`config.mk`:
```
export PLATFORM = sky130hd
export DESIGN_NAME = ysyx_22041207_mem_arb
export DESIGN_NICKNAME = d
export VERILOG_FILES = /design/src/rtl/ysyx_22041207_mem_arb.sv
export SDC_FILE = /design/constraint.sdc
export NUM_CORES = 1
export LEC_CHECK = 0
export ABC_AREA = 0
export ABC_CLOCK_PERIOD_IN_PS = 2990
export CORE_AREA = 8 8 192 194
export CTS_CLUSTER_SIZE = 40
export DETAILED_ROUTE_END_ITERATION = 7
export DIE_AREA = 0 0 200 202
export GPL_TIMING_DRIVEN = 0
export SLEW_MARGIN = 20
export SYNTH_ARGS = -nofsm -noshare
export SYNTH_HDL_FRONTEND = slang
export SYNTH_SLANG_ARGS = --single-unit
```
`constraint.sdc`:
```
create_clock -name clk -period 2.99 [get_ports clk]
set_input_delay 0.598 -clock clk [delete_from_list [all_inputs] [get_ports clk]]
set_output_delay 0.598 -clock clk [all_outputs]
set_load 0.005 [all_outputs]
```
`src/rtl/ysyx_22041207_mem_arb.sv`:
```
// +--------------------------------------------------------------------------+
// | ysyx_22041207_mem_arb : fetch/data arbiter onto one single-outstanding   |
// |                         memory port, with starvation guard for fetch.    |
// | Rev 1.0                                                                  |
// +--------------------------------------------------------------------------+
`default_nettype none

module ysyx_22041207_mem_arb #(
  parameter int STARVE_MAX = 3
) (
  input  logic        clk,
  input  logic        rst_n,
  input  logic        if_req,
  input  logic [63:0] if_addr,
  input  logic        if_flush,
  output logic        if_gnt,
  output logic        if_rvalid,
  output logic [31:0] if_rdata,
  output logic        stall_if,
  input  logic        me_req,
  input  logic        me_wen,
  input  logic [63:0] me_addr,
  input  logic [63:0] me_wdata,
  input  logic [7:0]  me_wmask,
  output logic        me_gnt,
  output logic        me_rvalid,
  output logic [63:0] me_rdata,
  output logic        mem_req,
  output logic        mem_wen,
  output logic [63:0] mem_addr,
  output logic [63:0] mem_wdata,
  output logic [7:0]  mem_wmask,
  input  logic        mem_ack,
  input  logic [63:0] mem_rdata
);

  localparam int            C_CW         = (STARVE_MAX < 1) ? 1 : $clog2(STARVE_MAX + 1);
  localparam logic [C_CW-1:0] C_STARVE_LIM = C_CW'(STARVE_MAX);

  typedef enum logic [1:0] {
    IDLE    = 2'd0,
    IF_WAIT = 2'd1,
    ME_WAIT = 2'd2
  } state_e;

  state_e            state_q, state_d;
  logic [C_CW-1:0]   starve_q, starve_d;
  logic              drop_q, drop_d;
  logic              mem_req_q, mem_req_d;
  logic              mem_wen_q, mem_wen_d;
  logic [63:0]       mem_addr_q, mem_addr_d;
  logic [63:0]       mem_wdata_q, mem_wdata_d;
  logic [7:0]        mem_wmask_q, mem_wmask_d;
  logic              if_rvalid_q, if_rvalid_d;
  logic [31:0]       if_rdata_q, if_rdata_d;
  logic              me_rvalid_q, me_rvalid_d;
  logic [63:0]       me_rdata_q, me_rdata_d;

  logic              w_idle;
  logic              w_force_if;
  logic              w_gnt_me;
  logic              w_gnt_if;

  // A flushed fetch cannot use a forced grant, so ME keeps the slot then.
  always_comb begin
    w_idle     = (state_q == IDLE);
    w_force_if = if_req & ~if_flush & (starve_q == C_STARVE_LIM);
    w_gnt_me   = rst_n & w_idle & me_req & ~w_force_if;
    w_gnt_if   = rst_n & w_idle & if_req & ~if_flush & ~w_gnt_me;
  end

  always_comb begin
    state_d     = state_q;
    starve_d    = starve_q;
    drop_d      = drop_q;
    mem_req_d   = mem_req_q;
    mem_wen_d   = mem_wen_q;
    mem_addr_d  = mem_addr_q;
    mem_wdata_d = mem_wdata_q;
    mem_wmask_d = mem_wmask_q;
    if_rvalid_d = 1'b0;
    if_rdata_d  = if_rdata_q;
    me_rvalid_d = 1'b0;
    me_rdata_d  = me_rdata_q;

    case (state_q)
      IDLE: begin
        if (w_gnt_me) begin
          state_d     = ME_WAIT;
          mem_req_d   = 1'b1;
          mem_wen_d   = me_wen;
          mem_addr_d  = me_addr;
          mem_wdata_d = me_wdata;
          mem_wmask_d = me_wmask;
        end else if (w_gnt_if) begin
          state_d     = IF_WAIT;
          mem_req_d   = 1'b1;
          mem_wen_d   = 1'b0;
          mem_addr_d  = if_addr;
          mem_wdata_d = 64'd0;
          mem_wmask_d = 8'd0;
        end
      end
      IF_WAIT: begin
        if (if_flush) begin
          drop_d = 1'b1;
        end
        if (mem_ack) begin
          state_d   = IDLE;
          mem_req_d = 1'b0;
          drop_d    = 1'b0;
          // A cancelled fetch completes on the bus but leaves if_rdata untouched.
          if (!(drop_q || if_flush)) begin
            if_rvalid_d = 1'b1;
            if_rdata_d  = mem_rdata[31:0];
          end
        end
      end
      ME_WAIT: begin
        if (mem_ack) begin
          state_d     = IDLE;
          mem_req_d   = 1'b0;
          me_rvalid_d = 1'b1;
          me_rdata_d  = mem_rdata;
        end
      end
      default: begin
        state_d   = IDLE;
        mem_req_d = 1'b0;
        drop_d    = 1'b0;
      end
    endcase

    if (w_gnt_if) begin
      starve_d = '0;
    end else if (w_gnt_me && if_req && (starve_q != C_STARVE_LIM)) begin
      starve_d = starve_q + 1'b1;
    end
  end

  always_ff @(posedge clk) begin
    if (!rst_n) begin
      state_q     <= IDLE;
      starve_q    <= '0;
      drop_q      <= 1'b0;
      mem_req_q   <= 1'b0;
      mem_wen_q   <= 1'b0;
      mem_addr_q  <= 64'd0;
      mem_wdata_q <= 64'd0;
      mem_wmask_q <= 8'd0;
      if_rvalid_q <= 1'b0;
      if_rdata_q  <= 32'd0;
      me_rvalid_q <= 1'b0;
      me_rdata_q  <= 64'd0;
    end else begin
      state_q     <= state_d;
      starve_q    <= starve_d;
      drop_q      <= drop_d;
      mem_req_q   <= mem_req_d;
      mem_wen_q   <= mem_wen_d;
      mem_addr_q  <= mem_addr_d;
      mem_wdata_q <= mem_wdata_d;
      mem_wmask_q <= mem_wmask_d;
      if_rvalid_q <= if_rvalid_d;
      if_rdata_q  <= if_rdata_d;
      me_rvalid_q <= me_rvalid_d;
      me_rdata_q  <= me_rdata_d;
    end
  end

  assign if_gnt    = w_gnt_if;
  assign me_gnt    = w_gnt_me;
  assign stall_if  = if_req & ~w_gnt_if & ~if_flush;
  assign if_rvalid = if_rvalid_q;
  assign if_rdata  = if_rdata_q;
  assign me_rvalid = me_rvalid_q;
  assign me_rdata  = me_rdata_q;
  assign mem_req   = mem_req_q;
  assign mem_wen   = mem_wen_q;
  assign mem_addr  = mem_addr_q;
  assign mem_wdata = mem_wdata_q;
  assign mem_wmask = mem_wmask_q;

endmodule

`default_nettype wire

```
Word-level counts from Yosys, hierarchy flattened
Cells that the tools add are included.
{"block": "op_classes", "n_addsub": 1, "eq_ne": 7, "n_mux": 21, "bitwise_logic": 17, "n_reduce_logical": 15}
{"op": "$mux W64", "count": 4}
{"op": "$mux W8", "count": 2}
{"op": "$and A1 B1 Y1", "count": 10}
{"op": "$reduce_and A2 Y1", "count": 5}
{"op": "$mux W1", "count": 9}
{"op": "$not A1 Y1", "count": 7}
{"op": "$mux W2", "count": 3}
{"op": "$reduce_and A3 Y1", "count": 2}
{"op": "$reduce_or A2 Y1", "count": 3}
{"op": "$eq A2 B2 Y1 const B", "count": 2}
{"op": "$pmux W1 S2", "count": 2}
{"op": "$pmux W2 S2", "count": 1}
{"op": "$ne A3 B1 Y1 const B", "count": 1}
{"op": "$ne A3 B3 Y1 const B", "count": 1}
{"op": "$add A2 B1 Y2 const B", "count": 1}
{"op": "$eq A2 B1 Y1 const B", "count": 1}
{"op": "$logic_and A1 B1 Y1", "count": 2}
{"op": "$logic_not A2 Y1", "count": 1}
{"op": "$ne A2 B1 Y1 const B", "count": 1}
{"op": "$ne A2 B2 Y1 const B", "count": 1}
{"op": "$reduce_bool A2 Y1", "count": 1}
{"op": "$logic_or A1 B1 Y1", "count": 1}
{"block": "totals", "reg_bits": 241, "inputBits": 271, "word_cells": 73}

Depth between registers and ports, before layout
Gate-level depths: netlist of the first run.
{"block": "depth", "depth_word": 10, "depth_mapped": 8, "depth_no_buf": 6}

Worst setup path after synthesis of the first run
Ideal clock, no wire load.
{"block": "synth_timing", "path_kind": "in2out", "startpoint": "input rst_n", "endpoint": "output stall_if", "arrival_ns": 1.343, "required_ns": 2.392, "path_slack_ns": 1.049, "stages": 4, "cell_sequence": "buf_2 > nand2_2 > nor3_1 > nor2_1"}
{"block": "synth_via", "elab_chain_cells": 8}
{"element": "from (decl)", "line_no": "12", "text": "input logic rst_n,"}
{"element": "$and A1 B1 Y1 (*)", "line_no": "68, 69"}
{"element": "$and A1 B1 Y1 (2 in a row)", "line_no": "68", "text": "w_gnt_me = rst_n & w_idle & me_req & ~w_force_if;"}
{"element": "$not A1 Y1", "line_no": "69", "text": "w_gnt_if = rst_n & w_idle & if_req & ~if_flush & ~w_gnt_me;"}
{"element": "$and A1 B1 Y1 (*)", "line_no": "69"}
{"element": "via if_gnt", "line_no": "16", "text": "output logic if_gnt,"}
{"element": "$not A1 Y1 (*)", "line_no": "173", "text": "assign stall_if = if_req & ~w_gnt_if & ~if_flush;"}
{"element": "$and A1 B1 Y1 (*) (2 in a row)", "line_no": "173"}
{"element": "to (decl)", "line_no": "19", "text": "output logic stall_if,"}
Mark *: on every way through the listed nets, which the timed path passes. The rest lies on a longest branch.

Worst setup path in the final report of the first run
{"block": "layout_timing", "startpoint": "input if_flush", "endpoint": "output me_gnt"}
{"block": "layout_via", "elab_chain_cells": 5}
{"element": "from (decl)", "line_no": "15", "text": "input logic if_flush,"}
{"element": "$not A1 Y1", "line_no": "67", "text": "w_force_if = if_req & ~if_flush & (starve_q == C_STARVE_LIM);"}
{"element": "$and A1 B1 Y1 (2 in a row)", "line_no": "67"}
{"element": "$not A1 Y1", "line_no": "68"}
{"element": "$and A1 B1 Y1", "line_no": "68"}
{"element": "to (decl)", "line_no": "25", "text": "output logic me_gnt,"}
No other way between the ends.

==> results.yml, run 1 <==
status:
  outcome: "finished, final reports clean"
pwr:
  ir_worst_vdd_uv: 447
  netSwitchingFraction_pct: 25.2
  combPwrFrac_pct: 18.1
  p_seq_share_pct: 40.9
  p_int_mw: 6.42
  clockPowerShare_pct: 41.0
  p_switching_mw: 2.16
  powerDensity_nw_per_um2: 541
  leakagePower_nw: 5.79
synth:
  synthCells: 1066
  synthFlopType: "dfxtp_1"
  synth.distinct_cells: 31
  synth_top_area_share_pct: 52.3
  synth.avg_cell_area_sq_um: 8.65
  syn-num-nets: 1341
  synth_commonest_cells: "259 x nand2_1, 241 x dfxtp_1, 129 x a21oi_1, 96 x a21boi_0, 75 x nor2b_1"
  synth_edf_count: 0
  async_flop_share_pct: 0
  synth_area_leaders: "dfxtp_1 52%, nand2_1 11%, a21boi_0 7.8%, a21oi_1 7.0%, a22oi_1 5.9%"
  syn_area_sq_um: 9220
  yosysWarnings: 0
  yosys.area.top_type: "dfxtp_1"
  ys_ff_latch: 241
  synth.most_common_cell: "nand2_1"
  ys_seq_area_share_pct: 52.3
clock_network:
  h-tree-depth: 1
  tritoncts: "built"
  cts.clk_slew.worst_paths_ns: 0.06
  clockBufferDepth: 3
  root_buffer: "clkbuf_16"
  worstSkewPairLatency_ns: 0.55
  cts.sinks: 241
  cts_buffers: 28
place:
  dp_slack_ns: -0.325
  dp_hpwl_microns: 33700
  io_buffers: 508
  gp_congestion: 0.853
  dp_cells: 2029
  place_area_sq_um: 14900
sta:
  max-slew-margin-rel_pct: 43.8
  finalHoldViolCount: 0
  worst_pin_slew_ns: 0.842
  period_needed_ns: 2.92
  setup_tns_ns: 0
  setup_viol: 0
  rsz0062_at_grt: "false"
  period_share_pct: 97.5
  finClkSkew_ns: 0.00757
  report.final.slew_viol_count: 0
  fmax_mhz: 343
  layout_setup_ws_ns: 0.0738
routing:
  drt_first_pass_iters: 5
  wl_per_cell_microns: 20.6
  drc: 0
  final_antenna_net_count: 0
  via_per_inst: 4.65
  first_iter_violations: 366
  num_vias: 9675
  wl_microns: 42800
floorplan:
  io_pins: 510
  die_w_microns: 200
  initial_core_util_pct: 27.1
  die_height_microns: 202
  dieArea_sq_um: 40400
  row_count: 68
  core_area_sq_um: 33900
finish:
  fin_cells: 2081
  nets: 1879
  area_growth_pct: 72.0
  fin_area_sq_um: 15900
  drive_gt1_share_pct: 6.34
  num-fill-cells: 3273
global_route:
  grt_use_total_pct: 20.0
  grt_overflow: 0
  antenna_found_initial: 4
  grt_pass1_vias: 9928
  grt_max_degree: 20
  grt_first_pass_wirelength_microns: 62200
critical_path:
  critPathArrivalTime_ns: 2.32
  worstPathRequired_ns: 2.39
  start_kind: "input pin"
  crit_type: "in2out"
  worstPathMaxFanout: 19
  worstRegToRegCells: 7
  ff2ff_setup_slack_ns: 0.87
  r2r-end: "mem_addr[16]"
  endpoint_kind: "primary output"
  r2r_start: "state_q[0]"
hold_path:
  hold_path_end: "if_rdata[14]"
  worstHoldPathCells: 2
  hold_path_class: "reg2reg"
  min_from: "if_rdata[14]"
run:
  maxCapViolCount: 0
timing repair:
item | 4_1_cts | 5_1_grt
endpoints found under the setup margin | 3 | 1
setup buffers | 1 | 0
hold buffers | 0 | 0
pin swaps | 1 | 0
gates resized for setup | 5 | 1
cells in the final DEF, fill, tap and decap left out, drive strengths merged, types with 2 or more instances in the layout:
cell type      synthesis  routed
nor3b                  2       2
buf                   53      53
and2                   2       2
clkdlybuf4s50          0     507
a21boi                96      96
mux2i                  2       2
nand2b                 2       2
dfxtp                241     241
nor2                   5       5
nor2b                 75      75
clkinv                 0       3
a21oi                130     130
a22oi                 73      73
inv                    5       5
nand2                260     260
nand3                  4       4
and3                   2       2
ha                     4       4
o21ai                 65      65
clkbuf                37      82
nand4                  2       2
bufinv                 0       2
routing by layer:
| metal | up-vias | global-route usage, % | part of all wire, % |
|---|---|---|---|
| li1 | 4690 | - | - |
| met5 | - | 0 | 0.056 |
| met4 | 4 | 6.07 | 3.1 |
| met3 | 75 | 7.34 | 10 |
| met2 | 385 | 35.1 | 48 |
| met1 | 4521 | 21.9 | 38 |
layout make-up:
cell class / instances / area [sq um] / area share (%)
Clock inverter: 6 / 82.6 / 0.521
Tap cell: 455 / 569 / 3.59
Sequential cell: 241 / 4820 / 30.4
Clock buffer: 45 / 866 / 5.46
Buffer: 89 / 450 / 2.84
Antenna cell: 1 / 2.50 / 0.0158
Multi-Input combinational cell: 730 / 3940 / 24.9
Inverter: 5 / 18.8 / 0.118
Timing Repair Buffer: 509 / 5090 / 32.1
metrics by stage:
| stage | util [%] | hold slack (ns) | power [mW] |
|---|---|---|---|
| after floorplan | - | 0.437 | 4.12 |
| after global placement | 43.8 | 0.450 | 5.11 |
| after detailed placement | 43.8 | 0.457 | 5.13 |
| after CTS | 46.7 | 0.465 | 8.69 |
| after global routing | 46.7 | 0.479 | 8.93 |
| final | 46.7 | 0.462 | 8.58 |
state kept, by name, indices dropped and copies added, names as in the netlist, 2 cells and up:
signal / count
if_rdata: 32
starve_q: 2
me_rdata: 64
state_q: 2
mem_addr: 64
mem_wmask: 8
mem_wdata: 64
critical path, stage by stage:
cell	delay [ns]
clkdlybuf4s50_1	0.54
nand3b_1	0.14
nand4_1	0.15
inv_2	0.12
buf_6	0.22
clkdlybuf4s50_1	0.54
logic make-up (layout without fill, tap and decap cells):
logic type / Yosys count / in the layout / share of synthesized area [%]
xor gates and xnor gates: 1 / 1 / 0.0950
muxes: 2 / 2 / 0.217
adders and majority gates: 4 / 4 / 0.543
AOI/OAI and AO/OA: 367 / 367 / 24.7
and+or+nand+nor: 356 / 356 / 17.0
DFF: 241 / 241 / 52.3
other: 0 / 1 / 0
buffers and inverters: 95 / 654 / 5.13
worst max path at each step:
stage | from | cells after the start | endpoint
2_1_floorplan | rst_n | 4 | stall_if
3_3_place_gp | if_flush | 7 | me_gnt
3_5_place_dp | if_flush | 7 | me_gnt
4_1_cts | if_flush | 6 | me_gnt
5_1_grt | if_flush | 6 | me_gnt
6_report | if_flush | 6 | me_gnt
power groups by stage:
stage	combinational, mW	sequential, mW	clock (mW)
2_1_floorplan	0.537	3.58	0
3_3_place_gp	1.54	3.57	0
3_5_place_dp	1.55	3.58	0
4_1_cts	1.57	3.51	3.61
5_1_grt	1.68	3.53	3.72
6_report	1.55	3.51	3.52
Note: power is estimated with default switching activity, not from simulation.
==> run 2: changes to the inputs <==
--- a/config.mk
+++ b/config.mk
@@ -7,11 +7,13 @@
 export LEC_CHECK = 0
 export ABC_AREA = 0
 export ABC_CLOCK_PERIOD_IN_PS = 2990
-export CORE_AREA = 8 8 192 194
+export CORE_AREA = 8 8 194 196
 export CTS_CLUSTER_SIZE = 40
 export DETAILED_ROUTE_END_ITERATION = 7
-export DIE_AREA = 0 0 200 202
+export DIE_AREA = 0 0 202 204
+export DONT_BUFFER_PORTS = 1
 export GPL_TIMING_DRIVEN = 0
+export HOLD_SLACK_MARGIN = 0.05
 export SLEW_MARGIN = 20
 export SYNTH_ARGS = -nofsm -noshare
 export SYNTH_HDL_FRONTEND = slang
==> run 2 against run 1 <==
Compared with the run above: register-to-register slack lost 0.20 ns; sequential power up 2%; fmax is 9.2% higher; design area decreased by 33%; via count shrank 19%; flip-flop and latch count unchanged; wire length decreased by 14%; core utilization down 16 points; non-clock buffer count decreased by 507; highest routed layer unchanged.
==> results.yml, run 2 (synthesis results as in run 1) <==
critical_path:
  crit_type: "reg2out"
  endpoint_kind: "primary output"
  worstPathRequired_ns: 2.39
  r2r_start: "state_q[0]"
  worstPathMaxFanout: 7
  cp-startpoint: "state_q[0]"
  critPathArrivalTime_ns: 2.07
  start_kind: "register"
routing:
  drt_first_pass_iters: 7
  final_antenna_net_count: 0
  via_per_inst: 4.95
  drc: 0
  wl_microns: 36700
  first_iter_violations: 441
  num_vias: 7810
  wl_per_cell_microns: 23.2
floorplan:
  dieArea_sq_um: 41200
  row_count: 69
  io_pins: 510
  die_height_microns: 204
  core_area_sq_um: 34800
  die_w_microns: 202
  initial_core_util_pct: 26.5
finish:
  fin_area_sq_um: 10700
  layout_commonest_cell: "nand2_1"
  nets: 1370
  area_growth_pct: 16.0
  final_cell_mix: "259 x nand2_1, 241 x dfxtp_1, 129 x a21oi_1"
  fin_cells: 1578
  fin_util_pct: 30.7
  drive_gt1_share_pct: 9.16
sta:
  setup_viol: 0
  finClkSkew_ns: 0.0122
  worst_pin_slew_ns: 0.820
  rsz0062_at_grt: "false"
  max-slew-margin-rel_pct: 45.3
  finalHoldViolCount: 0
  period_needed_ns: 2.67
  period_share_pct: 89.3
  report.final.slew_viol_count: 0
  setup_tns_ns: 0
  whs_ns: 0.202
  fmax_mhz: 374
global_route:
  grt_use_total_pct: 16.4
  antenna_found_initial: 4
  grt_pass1_vias: 7802
  grt_overflow: 0
  grt_max_degree: 14
  grt_first_pass_wirelength_microns: 52500
clock_network:
  clockBufferDepth: 3
  worstSkewPairLatency_ns: 0.53
  tritoncts: "built"
  cts_buffers: 26
  cts.clk_slew.worst_paths_ns: 0.06
  root_buffer: "clkbuf_16"
  h-tree-depth: 1
  cts.sinks: 241
place:
  io_buffers: 0
  dp_cells: 1527
  place_area_sq_um: 9790
  gp_congestion: 0.879
  dp_hpwl_microns: 29200
hold_path:
  hold_path_class: "in2reg"
  min_from: "if_addr[51]"
status:
  outcome: "finished, final reports clean"
run:
  maxCapViolCount: 0
pwr:
  powerDensity_nw_per_um2: 710
  leakagePower_nw: 3.86
  ir_worst_vdd_uv: 401
==> run 2: cell types whose count changed in the layout (fill, tap and decap cells not counted), sizes merged <==
cell,previous run,this run
clkbuf,82,78
buf,53,54
clkinv,3,4
diode,1,3
bufinv,2,1
dlymetal6s2s,1,0
clkdlybuf4s50,507,0
==> run 2: worst max-delay path, stage by stage (launching register included) <==
cell and delay [ns]:
dfxtp_1 0.34, inv_1 0.09, ha_1 0.33, nand2_2 0.13
nor3_2 0.48, nor2_1 0.16
==> run 2: per-layer routing <==
| metal | wire length (microns) | up-vias | GRT usage (%) |
|---|---|---|---|
| li1 | - | 3667 | - |
| met1 | 13100 | 3635 | 17.4 |
| met2 | 17800 | 452 | 28.4 |
| met3 | 4860 | 54 | 7.75 |
| met4 | 943 | 2 | 5.84 |
| met5 | 13 | - | 0 |
==> run 2: path summary, 6_finish.rpt <==
path,end,slack [ns],cells past startpoint
max reg2reg,mem_addr[62],0.67,7
min,mem_addr[51],0.20,2
min reg2reg,me_rdata[8],0.49,2
max,stall_if,0.32,5
==> run 2: what timing repair did <==
action                     4_1_cts  5_1_grt
hold buffers                     0        0
setup endpoints to repair        1        1
resized for setup                1        0
setup buffers                    0        1
pin swaps                        0        1
gates cloned                     0        0
==> run 2: cell type report <==
type	count	area, sq um
multi-input cells	730	3920
inverters	5	18.8
diodes	3	7.51
well taps	461	577
clock inverters	6	61.3
fillers	3666	24100
repair buffers	1	7.51
plain buffers	90	454
clock buffers	41	818
flip-flops and latches	241	4820
==> run 2: metrics by stage <==
stage          total power, mW  setup slack (ns)
6_report                  7.59             0.319
5_1_grt                   7.89             0.120
4_1_cts                   7.66            0.0297
3_5_place_dp              4.40             0.370
3_3_place_gp              4.38             0.393
2_1_floorplan             4.12              1.05
==> run 2: where the power goes <==
group / leakage (nW) / switching, mW / internal, mW
Sequential: 1.96 / 0.185 / 3.41
Clock: 0.433 / 1.30 / 1.96
Combinational: 1.46 / 0.467 / 0.272
==> run 3: changes to the inputs <==
--- a/config.mk
+++ b/config.mk
@@ -5,7 +5,6 @@
 export SDC_FILE = /design/constraint.sdc
 export NUM_CORES = 1
 export LEC_CHECK = 0
-export ABC_AREA = 0
 export ABC_CLOCK_PERIOD_IN_PS = 2990
 export CORE_AREA = 8 8 194 196
 export CTS_CLUSTER_SIZE = 40
==> results of run 3 <==
Final layout, timing and power as in run 2 (identical DEF).
